## config.mk

```make
export PLATFORM = sky130hd
export DESIGN_NAME = serial_byte_receiver
export DESIGN_NICKNAME = d
export VERILOG_FILES = /design/src/rtl/serial_pkg.sv /design/src/rtl/serial_shift_in.sv /design/src/rtl/serial_byte_receiver.sv
export SDC_FILE = /design/constraint.sdc
export NUM_CORES = 1
export LEC_CHECK = 0
export BUFFER_PORTS_ARGS = -buffer_cell sky130_fd_sc_hd__buf_2
export CAP_MARGIN = 40
export CELL_PAD_IN_SITES_DETAIL_PLACEMENT = 1
export CELL_PAD_IN_SITES_GLOBAL_PLACEMENT = 1
export CORE_MARGIN = 3
export CORE_UTILIZATION = 40
export CTS_CLUSTER_DIAMETER = 150
export DETAILED_ROUTE_END_ITERATION = 6
export PLACE_DENSITY = 0.72
export SLEW_MARGIN = 20
export SYNTH_ARGS = -nofsm -noshare
export SYNTH_HDL_FRONTEND = slang
export SYNTH_HIERARCHICAL = 1
export SYNTH_SLANG_ARGS = --single-unit
```

## constraint.sdc

```tcl
create_clock -name clk -period 3.45 [get_ports clk]
set_input_delay 0.8625 -clock clk [delete_from_list [all_inputs] [get_ports clk]]
set_output_delay 0.8625 -clock clk [all_outputs]
set_load 0.01 [all_outputs]
```

## src/rtl/serial_pkg.sv

```systemverilog
// Shared definitions for the serial link (receiver and transmitter).
// Contents:
//   state_t    : 2-bit receive FSM encodings ST_IDLE, ST_DATA, ST_PARITY, ST_STOP
//   START_BIT  : line level of the start bit
//   STOP_BIT   : line level of the stop bit
//   IDLE_LEVEL : line level while no frame is in flight
package serial_pkg;

    typedef enum logic [1:0] {
        ST_IDLE   = 2'd0,
        ST_DATA   = 2'd1,
        ST_PARITY = 2'd2,
        ST_STOP   = 2'd3
    } state_t;

    localparam logic START_BIT  = 1'b0;
    localparam logic STOP_BIT   = 1'b1;
    localparam logic IDLE_LEVEL = 1'b1;

endpackage

```

## src/rtl/serial_shift_in.sv

```systemverilog
// Enable-gated right-shift register; serial input enters at the MSB so that,
// after DATA_W shifts of an LSB-first stream, the first bit sits at q[0].
// Ports:
//   clk   : clock, rising edge
//   reset : asynchronous, active-high; clears q
//   clear : synchronous clear (takes priority over shift)
//   shift : shift one position right this cycle
//   sin   : serial input bit
//   q     : parallel register contents
module serial_shift_in #(
    parameter int DATA_W = 8
) (
    input  logic              clk,
    input  logic              reset,
    input  logic              clear,
    input  logic              shift,
    input  logic              sin,
    output logic [DATA_W-1:0] q
);

    always_ff @(posedge clk or posedge reset) begin
        if (reset) begin
            q <= '0;
        end else if (clear) begin
            q <= '0;
        end else if (shift) begin
            q <= {sin, q[DATA_W-1:1]};
        end
    end

endmodule

```

## src/rtl/serial_byte_receiver.sv

```systemverilog
// Receive side of the serial link: start(0), DATA_W data bits LSB first,
// optional even parity bit, stop(1). rx is sampled only on bit_en ticks.
// Received words are presented through a valid/ack holding register.
// Build option: define SERIAL_RX_PARITY_EN to expect an even-parity bit
// between the data bits and the stop bit.
// Ports:
//   clk        : clock, rising edge
//   reset      : asynchronous, active-high; clears all state
//   bit_en     : one-cycle bit-rate tick
//   rx         : serial line, idles high
//   rd_ack     : consumer accepts data (only while data_valid=1)
//   data       : last received word
//   data_valid : data holds an unread word
//   frame_err  : one-cycle pulse, bad stop (or parity); frame discarded
//   overrun    : sticky, a word overwrote an unacked word
//   busy       : FSM not in IDLE
module serial_byte_receiver
    import serial_pkg::*;
#(
    parameter int DATA_W = 8
) (
    input  logic              clk,
    input  logic              reset,
    input  logic              bit_en,
    input  logic              rx,
    input  logic              rd_ack,
    output logic [DATA_W-1:0] data,
    output logic              data_valid,
    output logic              frame_err,
    output logic              overrun,
    output logic              busy
);

    localparam int CNT_W = $clog2(DATA_W + 1);
    localparam logic [CNT_W-1:0] LAST_BIT = CNT_W'(DATA_W - 1);

    state_t            state;
    logic [CNT_W-1:0]  cnt;
    logic [DATA_W-1:0] shreg;
    logic              start_det;
    logic              stop_ok;

    assign start_det = bit_en && (state == ST_IDLE) && (rx == START_BIT);

`ifdef SERIAL_RX_PARITY_EN
    logic par_err;
    assign stop_ok = (rx == STOP_BIT) && !par_err;
`else
    assign stop_ok = (rx == STOP_BIT);
`endif

    serial_shift_in #(
        .DATA_W(DATA_W)
    ) u_shift (
        .clk  (clk),
        .reset(reset),
        .clear(start_det),
        .shift(bit_en && (state == ST_DATA)),
        .sin  (rx),
        .q    (shreg)
    );

    assign busy = (state != ST_IDLE);

    always_ff @(posedge clk or posedge reset) begin
        if (reset) begin
            state      <= ST_IDLE;
            cnt        <= '0;
            data       <= '0;
            data_valid <= 1'b0;
            frame_err  <= 1'b0;
            overrun    <= 1'b0;
`ifdef SERIAL_RX_PARITY_EN
            par_err    <= 1'b0;
`endif
        end else begin
            frame_err <= 1'b0;
            // A deliver later in this block overrides this clear.
            if (data_valid && rd_ack) begin
                data_valid <= 1'b0;
            end
            if (bit_en) begin
                case (state)
                    ST_IDLE: begin
                        if (rx == START_BIT) begin
                            state <= ST_DATA;
                            cnt   <= '0;
                        end
                    end
                    ST_DATA: begin
                        cnt <= cnt + CNT_W'(1);
                        if (cnt == LAST_BIT) begin
`ifdef SERIAL_RX_PARITY_EN
                            state <= ST_PARITY;
`else
                            state <= ST_STOP;
`endif
                        end
                    end
`ifdef SERIAL_RX_PARITY_EN
                    ST_PARITY: begin
                        // Even parity: data bits plus parity bit XOR to 0.
                        par_err <= ((^shreg) != rx);
                        state   <= ST_STOP;
                    end
`endif
                    ST_STOP: begin
                        state <= ST_IDLE;
                        if (stop_ok) begin
                            data       <= shreg;
                            data_valid <= 1'b1;
                            if (data_valid && !rd_ack) begin
                                overrun <= 1'b1;
                            end
                        end else begin
                            frame_err <= 1'b1;
                        end
                    end
                    default: begin
                        state <= ST_IDLE;
                    end
                endcase
            end
        end
    end

endmodule
```

# Word-level counts from Yosys, hierarchy flattened
# Index checks and enable logic that the tools add are counted.
[totals]
rom_bits = 0
input_bits = 5
ff_bits = 25
latch_bits = 0
ram_bits = 0
mem_count = 0
output_inout_bits = 12
[op_classes]
n_reduce_logical = 14
bitwise = 1
order_cmp = 0
div_mod_pow = 0
eq_ne = 5
addsub = 1
muxes = 14
shift = 0
mul = 0
[op_table]
columns = ["cell", "count"]
rows = [
  ["2-to-1 mux 8 bit", 2],
  ["AND reduction 3 bit", 3],
  ["one-hot mux 4 bit (2 select lines)", 1],
  ["2-to-1 mux 1 bit", 7],
  ["nonzero test 2 bit", 3],
  ["logical AND 1 bit", 5],
  ["adder 4 x 1 -> 4 bit, second input constant", 1],
  ["equality test 4 x 3 -> 1 bit, second input constant", 1],
  ["2-to-1 mux 2 bit", 2],
  ["2-to-1 mux 4 bit", 1],
  ["one-hot mux 2 bit (2 select lines)", 1],
  ["AND reduction 4 bit", 1],
  ["equality test 2 x 1 -> 1 bit, second input constant", 1],
  ["equality test 2 bit, second input constant", 1],
  ["logical NOT 2 bit", 1],
  ["inequality test 2 x 1 -> 1 bit, second input constant", 1],
  ["inequality test 2 bit, second input constant", 1],
  ["logical NOT 1 bit", 1],
  ["inverter 1 bit", 1],
]

# Longest topological paths before layout
[logic_depth]
ltp_word = 5
ltp_mapped = 5

# Cells and area by module
# Netlist, hierarchy kept.
[modules_own_cells]
columns = ["mod", "area_each_um2", "instances", "cells_each"]
rows = [
  ["serial_byte_receiver", 739.5, 1, 55],
  ["serial_shift_in", 329.1, 1, 27],
]

# Worst setup path before layout
# Ideal clock, no wire load.
[synth_path]
path_type = "input to register"
from = "input port bit_en"
to = "register u_shift.q[7]"
n_path_buf = 2
cell_stages = 5
slack_ps = 1774
setup_ps = 128
required_time_ps = 3322
arrival_ps = 1547
path_cell_list = "buf_4 and3_4 buf_6 mux2i_1 nor2_1"
[synth_via]
elab_chain_len = 3
[synth_rtl]
columns = ["item", "line_no", "source"]
rows = [
  ["from (decl)", "serial_byte_receiver.sv:24", "input logic bit_en,"],
  ["logical AND 1 bit (2 in series)", "serial_byte_receiver.sv:43", "assign start_det = bit_en && (state == ST_IDLE) && (rx == START_BIT);"],
  ["2-to-1 mux 8 bit or nonzero test 2 bit (tied branches)", "n/a", ""],
  ["to (signal assigned)", "serial_shift_in.sv:27", "q <= {sin, q[DATA_W-1:1]};"],
  ["to (decl)", "serial_shift_in.sv:18", "output logic [DATA_W-1:0] q"],
]
# Several ways; a longest one is shown, not always the timed one.
# A chain may end at the register's enable or synchronous reset.

# Worst setup path after layout
[layout_path]
from = "register state[0]"
to = "output port busy"
[layout_via]
elab_chain_len = 1
[layout_rtl]
columns = ["item", "line_no", "source"]
rows = [
  ["from (decl)", "serial_byte_receiver.sv:37", "state_t state;"],
  ["from (signal assigned)", "serial_byte_receiver.sv:67", "state <= ST_IDLE;"],
  ["from (signal assigned)", "serial_byte_receiver.sv:86", "state <= ST_DATA;"],
  ["from (signal assigned)", "serial_byte_receiver.sv:96", "state <= ST_STOP;"],
  ["nonzero test 2 bit", "serial_byte_receiver.sv:63", "assign busy = (state != ST_IDLE);"],
  ["to (decl)", "serial_byte_receiver.sv:31", "output logic busy"],
]
# No other way between the ends.

==> flow_metrics.py <==
metrics = {
    "synthesis": {
        "synth_simple_gate_area_share_pct": 12.9,
        "synth.area.mux_share_pct": 17.0,
        "syn_inst": 82,
        "syn_area_mm2": 0.00107,
        "syn_nets": 88,
        "syn_area_per_cell_um2": 13.0,
        "synth-compound-area-share_pct": 5.85,
        "synth-xor-area-share_pct": 0,
        "synth_top_family_by_area": "multiplexers",
        "ys_warn_count": 6,
        "synth_cell_types": 26,
        "synthAdderAreaFrac_pct": 1.17,
        "yosys_register_bits": 25,
        "ys_seq_area_share_pct": 58.5,
    },
    "sta": {
        "setup_viol_count_final": 0,
        "setup_tns_ns": 0,
        "fmax_mhz": 460,
        "skew_ns": 0.00669,
        "slew_headroom_pct": 55.2,
        "period_needed_ns": 2.17,
        "final-hold-violation-count": 0,
        "rsz0062_at_grt": "false",
        "report.final.slew_viol_count": 0,
        "worstMarginPinSlew_ns": 0.671,
        "final.period_utilization_pct": 63.0,
    },
    "detailed_routing": {
        "viasPerCell": 5.15,
        "ant_nets": 0,
        "drt-pass1-iter-count": 3,
        "wire_per_inst_um": 15.0,
        "routed_wl_mm": 1.93,
        "initialDrtViolationCount": 12,
        "route.detailed.drc": 0,
        "vias": 664,
    },
    "critical_path": {
        "critical-path-max-stage-delay_ns": 0.52,
        "end_kind": "primary output",
        "critPathLaunchType": "flip-flop",
        "worstPathArrival_ns": 1.31,
        "critical_path_buf_inv_count": 1,
        "crit_chain": "or2_2 -> buf_2",
        "cp.required_ns": 2.59,
        "worst_path_max_delay_cell": "dfrtp_1",
        "path_class": "flip-flop to primary output",
        "critPathTopFamily": "flip-flops",
        "critical_path.max_fanout": 9,
    },
    "clock_network": {
        "cts_buffers": 3,
        "cts_hold_buffers": 0,
        "h-tree-depth": 1,
        "clkLatencyLatePin_ns": 0.31,
        "clk_pin_slew_ns": 0.14,
        "postCtsSetupBuffers": 0,
        "cts_tree": "done",
        "clock_path_buffers": 2,
        "clkSinkCount": 25,
        "cts_resized": 0,
        "cts_root_buf": "clkbuf_4",
    },
    "grt": {
        "antenna_found_initial": 0,
        "grt-ovfl-total": 0,
        "first_global_vias": 696,
        "grt_max_degree": 18,
        "grtUsageTotal_pct": 12.9,
        "grt_pass1_wl_mm": 3.32,
    },
    "die": {
        "dieWidth_um": 57.7,
        "coreArea_mm2": 0.00250,
        "io_pins": 17,
        "start_util_pct": 42.7,
        "die_h_um": 57.7,
        "die_area_mm2": 0.00333,
        "std_cell_rows": 18,
    },
    "placement": {
        "io_buffers": 16,
        "dpl_cell_area_mm2": 0.00116,
        "post-dp-hpwl_mm": 1.38,
        "place_congestion": 0.683,
    },
    "layout": {
        "layout_common_cells": "dfrtp_1, buf_2, mux2_2, nor2_1, mux2i_1",
        "layout.nets": 106,
        "syn_to_final_growth_pct": 11.5,
        "drive_gt1_share_pct": 34.3,
        "final_common_cell": "dfrtp_1",
        "num_antenna_cells": 0,
        "final_area_mm2": 0.00119,
    },
    "outcome": {
        "status": "finished clean",
    },
    "job": {
        "drv_cap": 0,
    },
    "power_and_ir_drop": {
        "p_per_area_mw_per_mm2": 718,
        "vdd_drop_max_v": 0.000323,
        "power_leakage_nw": 0.611,
    },
    "worst_hold_path": {
        "hold_path_class": "input pin to async pin",
    },
}
stage by stage:
| step | setup slack [ns] | hold slack, ns | util [%] | std cells | power (mW) |
|---|---|---|---|---|---|
| 2_1_floorplan | 1.77 | 0.466 | - | 82 | 0.653 |
| 3_3_place_gp | 1.39 | 0.455 | 46.2 | 124 | 0.715 |
| 3_5_place_dp | 1.34 | 0.478 | 46.2 | 124 | 0.735 |
| 4_1_cts | 1.26 | 0.463 | 47.4 | 128 | 0.870 |
| 5_1_grt | 1.20 | 0.474 | 47.6 | 129 | 0.928 |
| 6_report | 1.28 | 0.468 | 47.6 | 129 | 0.855 |
state kept, by name, indices dropped and copies added (netlist names):
register	flops
overrun	1
frame_err	1
cnt	4
u_shift/q	8
state	2
data_valid	1
data	8
worst register-to-register path: cells and delay by family, from the launching register on:
kind	cells	cell delay, ns
flip-flops	1	0.52
buffers and inverters	1	0.24
AND/OR/NAND/NOR	3	0.81
cells in the mapped netlist:
master | instances | area (um^2)
nand3_1 | 1 | 5.00
buf_4 | 2 | 15.0
o22ai_1 | 1 | 6.26
o211ai_1 | 1 | 7.51
mux2i_1 | 8 | 80.1
nand4bb_1 | 2 | 22.5
dfrtp_1 | 25 | 626
a21oi_1 | 2 | 10.0
mux2_2 | 9 | 101
and4_2 | 1 | 10.0
a211o_1 | 1 | 8.76
a22o_1 | 2 | 17.5
nor2_1 | 9 | 33.8
nor3b_1 | 1 | 7.51
o21bai_1 | 1 | 7.51
or2_2 | 1 | 6.26
inv_1 | 5 | 18.8
and3_4 | 1 | 11.3
buf_6 | 1 | 11.3
and3_1 | 1 | 6.26
nand2b_1 | 1 | 6.26
ha_1 | 1 | 12.5
nand4_4 | 1 | 21.3
nand2_1 | 2 | 7.51
buf_1 | 1 | 3.75
o21ai_0 | 1 | 5.00
logic make-up (layout without fill, tap and decap cells):
logic type               Yosys count  after routing
buffers and inverters              9             26
AND/OR/NAND/NOR                   21             21
multiplexers                      17             17
AO/OA/AOI/OAI                      9              9
flip-flops                        25             25
adder cells (fa/ha/maj)            1              1
cell type report:
cell class                 instances  area (um^2)
clock buffer                       3         22.5
timing repair buffer              17         85.1
sequential                        25          626
clock inverter                     1         7.51
fill                             274         1310
multi-input combinational         48          394
tap                               30         37.5
inverter                           5         18.8
per-layer routing:
layer / routed length, um / up-vias / track usage (%)
met5: 0 / - / 0
met4: 21 / 0 / 5.96
met3: 84 / 2 / 2.00
met2: 905 / 13 / 20.2
met1: 920 / 329 / 17.7
li1: - / 320 / -
power by group:
| part | switching, mW | total, mW | internal, mW |
|---|---|---|---|
| logic | 0.119 | 0.253 | 0.134 |
| clock network | 0.0893 | 0.133 | 0.0442 |
| registers | 0.0756 | 0.469 | 0.393 |
worst paths after layout:
path / from / end / slack (ns) / cells past startpoint
max reg2reg: state[0]$_DFFE_PP0P_ / u_shift/q[3]$_DFFE_PP0P_ / 1.80 / 4
min reg2reg: overrun$_DFFE_PP0P_ / overrun$_DFFE_PP0P_ / 0.50 / 1
max: state[0]$_DFFE_PP0P_ / busy / 1.28 / 2
min in group clk: overrun$_DFFE_PP0P_ / overrun$_DFFE_PP0P_ / 0.50 / 1
max in group asynchronous: reset / cnt[2]$_DFFE_PP0P_ / 2.39 / 2
min: reset / u_shift/q[4]$_DFFE_PP0P_ / 0.47 / 2
Power figures use the tool's default switching activity.
